$ cat src/rtl/rect_plotter.sv
// Raster plotter: sweeps a w x h rectangle row-major from (x0,y0), emitting one pixel slot per
// clock to the framebuffer adapter, with solid-fill or sprite-ROM colour, clipping and abort.
module rect_plotter #(
    parameter int                  X_W         = 8,
    parameter int                  Y_W         = 7,
    parameter int                  SCREEN_W    = 160,
    parameter int                  SCREEN_H    = 120,
    parameter int                  COLOUR_W    = 3,
    parameter int                  ADDR_W      = 15,
    parameter logic [COLOUR_W-1:0] TRANSPARENT = '0
) (
    input  logic                CLOCK_50,
    input  logic                reset,
    input  logic                start,
    input  logic                active,
    input  logic                abort,
    input  logic                mode,
    input  logic [X_W-1:0]      x0,
    input  logic [Y_W-1:0]      y0,
    input  logic [X_W-1:0]      w,
    input  logic [Y_W-1:0]      h,
    input  logic [COLOUR_W-1:0] fill_colour,
    output logic [ADDR_W-1:0]   rom_addr,
    input  logic [COLOUR_W-1:0] rom_data,
    output logic [X_W-1:0]      x,
    output logic [Y_W-1:0]      y,
    output logic [COLOUR_W-1:0] colour,
    output logic                writeEn,
    output logic                busy,
    output logic                done
);

    typedef enum logic [1:0] {
        S_IDLE = 2'd0,
        S_PLOT = 2'd1,
        S_DONE = 2'd2
    } state_t;

    state_t state_reg, state_next;

    logic [X_W-1:0]      x0_reg;
    logic [Y_W-1:0]      y0_reg;
    logic [X_W-1:0]      w_reg;
    logic [Y_W-1:0]      h_reg;
    logic                mode_reg;
    logic [COLOUR_W-1:0] fill_reg;

    logic [X_W-1:0]      cx_reg;
    logic [Y_W-1:0]      cy_reg;
    logic [ADDR_W-1:0]   rom_addr_reg;

    logic [X_W-1:0]      x_reg;
    logic [Y_W-1:0]      y_reg;
    logic [COLOUR_W-1:0] colour_reg;
    logic                we_reg;

    logic                launch;
    logic                empty;
    logic                last_col;
    logic                last_px;
    logic                emit;
    logic                busy_next;
    logic                done_next;
    logic [X_W:0]        x_sum;
    logic [Y_W:0]        y_sum;
    logic                clip;
    logic                transp;

    assign launch   = (state_reg == S_IDLE) && start && active;
    assign empty    = (w_reg == '0) || (h_reg == '0);
    assign last_col = (cx_reg == w_reg - X_W'(1));
    assign last_px  = last_col && (cy_reg == h_reg - Y_W'(1));

    // One extra bit keeps off-screen sums from wrapping back onto the visible area.
    assign x_sum  = {1'b0, x0_reg} + {1'b0, cx_reg};
    assign y_sum  = {1'b0, y0_reg} + {1'b0, cy_reg};
    assign clip   = (x_sum >= (X_W+1)'(SCREEN_W)) || (y_sum >= (Y_W+1)'(SCREEN_H));
    assign transp = mode_reg && (rom_data == TRANSPARENT);

    always_ff @(posedge CLOCK_50) begin
        if (reset) begin
            state_reg <= S_IDLE;
        end else begin
            state_reg <= state_next;
        end
    end

    always_comb begin
        state_next = state_reg;
        case (state_reg)
            S_IDLE: begin
                if (launch) begin
                    state_next = S_PLOT;
                end
            end
            S_PLOT: begin
                if (abort) begin
                    state_next = S_IDLE;
                end else if (empty || last_px) begin
                    state_next = S_DONE;
                end
            end
            S_DONE: begin
                state_next = S_IDLE;
            end
            default: begin
                state_next = S_IDLE;
            end
        endcase
    end

    // A zero-sized request still spends one PLOT cycle, but issues no pixel slot.
    always_comb begin
        busy_next = 1'b0;
        done_next = 1'b0;
        emit      = 1'b0;
        case (state_reg)
            S_PLOT: begin
                busy_next = 1'b1;
                emit      = !empty;
            end
            S_DONE: begin
                busy_next = 1'b1;
                done_next = 1'b1;
            end
            default: begin
                busy_next = 1'b0;
            end
        endcase
    end

    always_ff @(posedge CLOCK_50) begin
        if (reset) begin
            x0_reg       <= '0;
            y0_reg       <= '0;
            w_reg        <= '0;
            h_reg        <= '0;
            mode_reg     <= 1'b0;
            fill_reg     <= '0;
            cx_reg       <= '0;
            cy_reg       <= '0;
            rom_addr_reg <= '0;
        end else if (launch) begin
            x0_reg       <= x0;
            y0_reg       <= y0;
            w_reg        <= w;
            h_reg        <= h;
            mode_reg     <= mode;
            fill_reg     <= fill_colour;
            cx_reg       <= '0;
            cy_reg       <= '0;
            rom_addr_reg <= '0;
        end else if (emit) begin
            rom_addr_reg <= rom_addr_reg + ADDR_W'(1);
            if (last_col) begin
                cx_reg <= '0;
                cy_reg <= cy_reg + Y_W'(1);
            end else begin
                cx_reg <= cx_reg + X_W'(1);
            end
        end
    end

    // Output stage trails the counters by one cycle; abort kills the slot being registered.
    always_ff @(posedge CLOCK_50) begin
        if (reset) begin
            x_reg      <= '0;
            y_reg      <= '0;
            colour_reg <= '0;
            we_reg     <= 1'b0;
        end else begin
            we_reg <= emit && !abort && !clip && !transp;
            if (emit) begin
                x_reg      <= x_sum[X_W-1:0];
                y_reg      <= y_sum[Y_W-1:0];
                colour_reg <= mode_reg ? rom_data : fill_reg;
            end
        end
    end

    assign x        = x_reg;
    assign y        = y_reg;
    assign colour   = colour_reg;
    assign writeEn  = we_reg;
    assign rom_addr = rom_addr_reg;
    assign busy     = busy_next;
    assign done     = done_next;

endmodule

$ cat config.mk
export PLATFORM = sky130hd
export DESIGN_NAME = rect_plotter
export DESIGN_NICKNAME = d
export VERILOG_FILES = /design/src/rtl/rect_plotter.sv
export SDC_FILE = /design/constraint.sdc
export NUM_CORES = 1
export LEC_CHECK = 0
export ABC_CLOCK_PERIOD_IN_PS = 3100
export CAP_MARGIN = 30
export CORE_ASPECT_RATIO = 0.5
export CORE_MARGIN = 3
export CORE_UTILIZATION = 45
export DETAILED_ROUTE_END_ITERATION = 8
export DONT_BUFFER_PORTS = 1
export GPL_TIMING_DRIVEN = 0
export PLACE_DENSITY = 0.7
export SLEW_MARGIN = 20
export SYNTH_ARGS = -nofsm -noshare
export SYNTH_HDL_FRONTEND = slang
export SYNTH_SLANG_ARGS = --single-unit
export TNS_END_PERCENT = 1
$ cat constraint.sdc
create_clock -name CLOCK_50 -period 3.1 [get_ports CLOCK_50]
set_input_delay 0.31 -clock CLOCK_50 [delete_from_list [all_inputs] [get_ports CLOCK_50]]
set_output_delay 0.31 -clock CLOCK_50 [all_outputs]
set_load 0.01 [all_outputs]
-- Word level (Yosys, flattened, before mapping)
Cells that the tools add are included.
- add/subtract/negate cells: 7
- $mul: 0
- divide/modulo/power cells: 0
- magnitude comparators: 2
- eq/ne operators: 6
- shift-type cells: 0
- mux-type cells: 9
- bitwise operators: 0
- reduce and logical (&&, ||, !) cells: 22
- operators with widths (kind ; number):
    $add A15 B1 Y15 const B ; 1
    $add A8 B8 Y9 ; 1
    $ge A9 B8 Y1 const B ; 1
    $add A7 B7 Y8 ; 1
    $add A8 B1 Y8 const B ; 1
    $eq A8 B8 Y1 ; 1
    $ge A8 B7 Y1 const B ; 1
    $logic_not A8 Y1 ; 1
    $mux W8 ; 1
    $sub A8 B1 Y8 const B ; 1
    $add A7 B1 Y7 const B ; 1
    $eq A7 B7 Y1 ; 1
    $logic_and A1 B1 Y1 ; 7
    $logic_not A7 Y1 ; 1
    $sub A7 B1 Y7 const B ; 1
    $mux W2 ; 3
    $logic_not A1 Y1 ; 4
    $pmux W2 S2 ; 1
    $reduce_and A2 Y1 ; 2
    $reduce_or A2 Y1 ; 2
    $logic_not A3 Y1 ; 1
    $logic_or A1 B1 Y1 ; 3
    $mux W1 ; 3
    $mux W3 ; 1
    5 further kinds ; 5
- register bits: 85
- bits in latches: 0
- RAM bits: 0
- bits in read-only memories: 0
- input bits: 42
- output and inout bits: 36
- memories kept: 0

-- Longest topological paths before layout
- depth after elaboration: 7
- gate-level depth with buffers: 10
- gate-level depth less buffers: 10

-- Worst setup path before layout
OpenSTA, ideal clock, no wires.
- path type: register -> register
- start: register w_reg[0]
- end: register state_reg[1]
- setup time: 130 ps
- arrival time: 2475 ps
- required time: 2970 ps
- setup slack: 495 ps
- cell stages (with the launch flop): 10
- path buffers: 0
- clock period less this slack: 2605 ps
- cells stage by stage: dfxtp_1 -> inv_1 -> ha_1 -> nor2b_1 -> or3_1 -> a31o_2 -> or3b_4 -> o41ai_4 -> a211o_2 -> o31ai_2
- word-level cells in the longest chain between the ends: 6
- elaborated cells between the ends (all ways): 8
- ends and longest elaborated chain (what ; line ; source):
    start, declared ; 43 ; logic [X_W-1:0] w_reg;
    start signal, assigned ; 146 ; w_reg <= w;
    $sub A8 B1 Y8 ; 71 ; assign last_col = (cx_reg == w_reg - X_W'(1));
    $eq A8 B8 Y1 ; 71 ;
    $logic_and A1 B1 Y1 ; 72 ; assign last_px = last_col && (cy_reg == h_reg - Y_W'(1));
    $logic_or A1 B1 Y1 * ; 99 ; end else if (empty || last_px) begin
    $ne A3 B3 Y1 (no line) * ; -- ;
    $reduce_and A2 Y1 (no line) * ; -- ;
    end signal, assigned ; 84 ; state_reg <= state_next;
    end, declared ; 39 ; state_t state_reg, state_next;
Every way passes the cells marked *; elsewhere a longest branch is shown, timed or not.
A chain may end at the register's enable or synchronous reset.

-- Final worst setup path
- start: register h_reg[0]
- end: register x_reg[5], in the netlist x[5]
- word-level cells in the longest chain between the ends: 4
- ends and longest elaborated chain (what ; line ; source):
    start, declared ; 44 ; logic [Y_W-1:0] h_reg;
    start signal, assigned ; 147 ; h_reg <= h;
    $logic_not A7 Y1 ; 70 ; assign empty = (w_reg == '0) || (h_reg == '0);
    $logic_or A1 B1 Y1 ; 70 ;
    $logic_not A1 Y1 ; 120 ; emit = !empty;
    $mux W1 ; 117 ; case (state_reg)
    end signal, assigned ; 174 ; x_reg <= x_sum[X_W-1:0];
    end, declared ; 52 ; logic [X_W-1:0] x_reg;
Every way passes these cells.

==> results.md <==
* Status: complete, no violations
* Synth warnings at 0
* Met2 usage in global routing at 29.3%
* GRT Max-Usage Layer: met2
* Max Cap Viol at 0
* First-pass GRT wire length at 16.8 mm
* WP data required at 3370 ps
* Sequential share of power at 45.2%
* Hold Slack at 100 ps
* PnR worst setup slack at 279 ps
* Worst Path Arrival at 3090 ps
* Tmin final at 2820 ps
* Crit path from: h_reg[0]
* Post-cts resize count at 0
* Mux cell area share after synthesis at 1.15%
* CTS sink count at 85
* Top Ports at 78
* Remaining DRCs at 0
* Most frequent cell after synthesis: nand2_1
* DRT Pass-1 Iters at 4
* Routed wire per std cell at 15.2 microns
* Non-Filler Instances at 676
* Via Count at 3558
* R2r endpoint: x[5]
* Dpl ws at 292 ps
* Routability Congestion at 0.839
* Sequential area share after synthesis at 39.2%
* Die X at 145 microns
* Comb pwr share at 9.0%
* TritonCTS clock tree: built
* Reg2reg start: h_reg[0]
* Placed Area at 4500 sq um
* Largest fanout on the critical path at 10
* Share of layout cells above drive strength 1 at 5.32%
* Die area at 10900 sq um
* Least-Margin Pin Slew at 649 ps
* Setup tns final at 0 ps
* VDD IR max at 0.333 mV
* DR iter-0 viols at 220
* Clk pin slew, worst setup/hold paths at 70 ps
* Rows at 24
* Per-instance average area after synthesis at 8.21 sq um
* Fin area at 4830 sq um
* Total Routing Usage GR at 19.5%
* Yosys reg bits at 85
* # nets final at 608
* LEAKAGE at 1.78 nW
* Synth cell types at 50
* Max FFs per register at 15
* Post-synth top area share at 39.2%
* Maximum clock path buffer count at 2
* Synth Area in Simple Gates at 24.6%
* Internal Power at 1.92 mW
* RSZ-0062 raised after global routing: false
* Worst Setup EP: x[5]
* Clock latency on the worst-skew pair at 340 ps
* Final core occ at 53.4%
* Starting Density at 48.0%
* Syn_nets at 597
* Vias/cell at 5.26
* F_max at 354 MHz
* Number of global-route vias before repair at 3390
* Layout Area Growth over Synthesis at 11.2%
* Total routed wirelength at 10.2 mm
* Period Utilization, post-route at 91.0%
* Slew headroom at 56.7%
* Mapped Cells at 529
* Ranking of synthesized cells by area: dfxtp_1 (39%), nand2_1 (9.4%), a21oi_1 (7.4%)
* Largest net degree at the start of global routing at 16
* Complex-gate fraction of the synthesized area at 13.9%
* Post-CTS Hold Fix Bufs at 0
* Met3 GRT Util at 8.08%
* Post-CTS Setup Inserts at 0
* Core Area at 9040 sq um
* Critical path type: flop to flop
* Min-Delay Path Class: input port to flop
* Commonest cells in the netlist: nand2_1 (109), dfxtp_1 (85), a21oi_1 (64)
* # H-tree levels at 3
* Final setup violating endpoints at 0
* Dpl cells at 659
* Largest family of logic cells by synthesized area: simple AND/OR/NAND/NOR gates
* Final hold vios at 0
* Pwr Total at 2.55 mW
* Synth Area in XOR/XNOR at 9.88%
* Post-synth EDFFs at 0
* Worst setup SP type: flop
* Post-synthesis adder-cell area fraction at 7.84%
* Synthesized cell area at 4340 sq um
* Ys async rst share at 0%
* Switching portion of total power at 24.6%
* M1 GR Usage at 26.5%
* CTS root buf: clkbuf_16
* GRT Residual Overflow at 0
* Reg2reg path depth at 10
* Die Span Y at 75.5 microns
* R2R Setup Slk at 280 ps
* Initial antenna violation count at 1
* CP Capture Type: flop
* Routed Antenna Nets at 0
* PwrDens at 528 nW/um^2
* Switching power of the nets at 0.628 mW
* Synth area leader: dfxtp_1
* Post-synth top flop: dfxtp_1
* Total CTS buffers at 9
* Slew Limit Fails at 0
* Final Skew at 6.67 ps
* Clock Power Share at 45.8%
* Number of port buffers at 0
* Hpwl dp at 7.90 mm
* Fill count at 877
-- critical path, cell delays in order, from the launching register on --
cell and delay [ps]:
dfxtp_1 390, inv_1 60, ha_1 220, nand2b_1 130, or4_1 160, and3_1 160
clkbuf_1 290, clkbuf_1 550, clkbuf_1 520, nand2_1 130, a21oi_1 140
-- how the worst min path moves through the flow --
| stage | cells past startpoint | endpoint | slack (ps) | start |
|---|---|---|---|---|
| after floorplan | 2 | fill_reg[0] | 440 | fill_reg[0] |
| after global placement | 2 | fill_reg[0] | 440 | fill_reg[0] |
| after detailed placement | 2 | fill_reg[0] | 450 | fill_reg[0] |
| after CTS | 2 | w_reg[1] | 90 | w[1] |
| after global routing | 2 | fill_reg[0] | 90 | fill_colour[0] |
| final | 2 | w_reg[4] | 100 | w[4] |
-- layer usage --
| metal | part of all wire [%] | routed length, microns |
|---|---|---|
| met2 | 41 | 4210 |
| met1 | 49 | 5040 |
| met4 | 0.56 | 57 |
| met5 | 0 | 0 |
| met3 | 9.1 | 934 |
-- power by group through the flow --
stage / clock network [mW] / registers, mW / logic (mW)
after floorplan: 0 / 1.17 / 0.182
after global placement: 0 / 1.18 / 0.225
after detailed placement: 0 / 1.18 / 0.229
after CTS: 1.18 / 1.15 / 0.230
after global routing: 1.23 / 1.16 / 0.261
final: 1.17 / 1.15 / 0.229
-- area by class of cell --
class	count	area (sq um)	area share, %
clock inverters	7	97.6	2.02
well taps	130	163	3.37
clock buffers	9	225	4.66
diodes	1	2.50	0.0518
flip-flops and latches	85	1700	35.2
multi-input cells	405	2490	51.6
plain buffers	23	86.3	1.79
inverters	16	60.1	1.24
-- placed cells by master (no fill, tap or decap), types with 4 or more instances in the layout --
cell type    n
and4_1       4
nand4_1      5
or3_1        6
inv_1       16
nand3_1     13
ha_1        24
and3_1       9
nor2b_1      6
xnor2_1     28
a211oi_1     6
nand2_1    109
dfxtp_1     85
o21ai_0     10
clkbuf_1    22
a21oi_1     64
nor2_1      44
xor2_1      21
nor3_1      10
clkbuf_16    9
mux2i_1      5
-- cells by family after synthesis --
logic type               count (synthesis)
flip-flops                              85
AO/OA/AOI/OAI                          100
adder cells (fa/ha/maj)                 26
buffers and inverters                   39
AND/OR/NAND/NOR                        225
multiplexers                             5
XOR/XNOR                                49
Power figures use the tool's default switching activity.
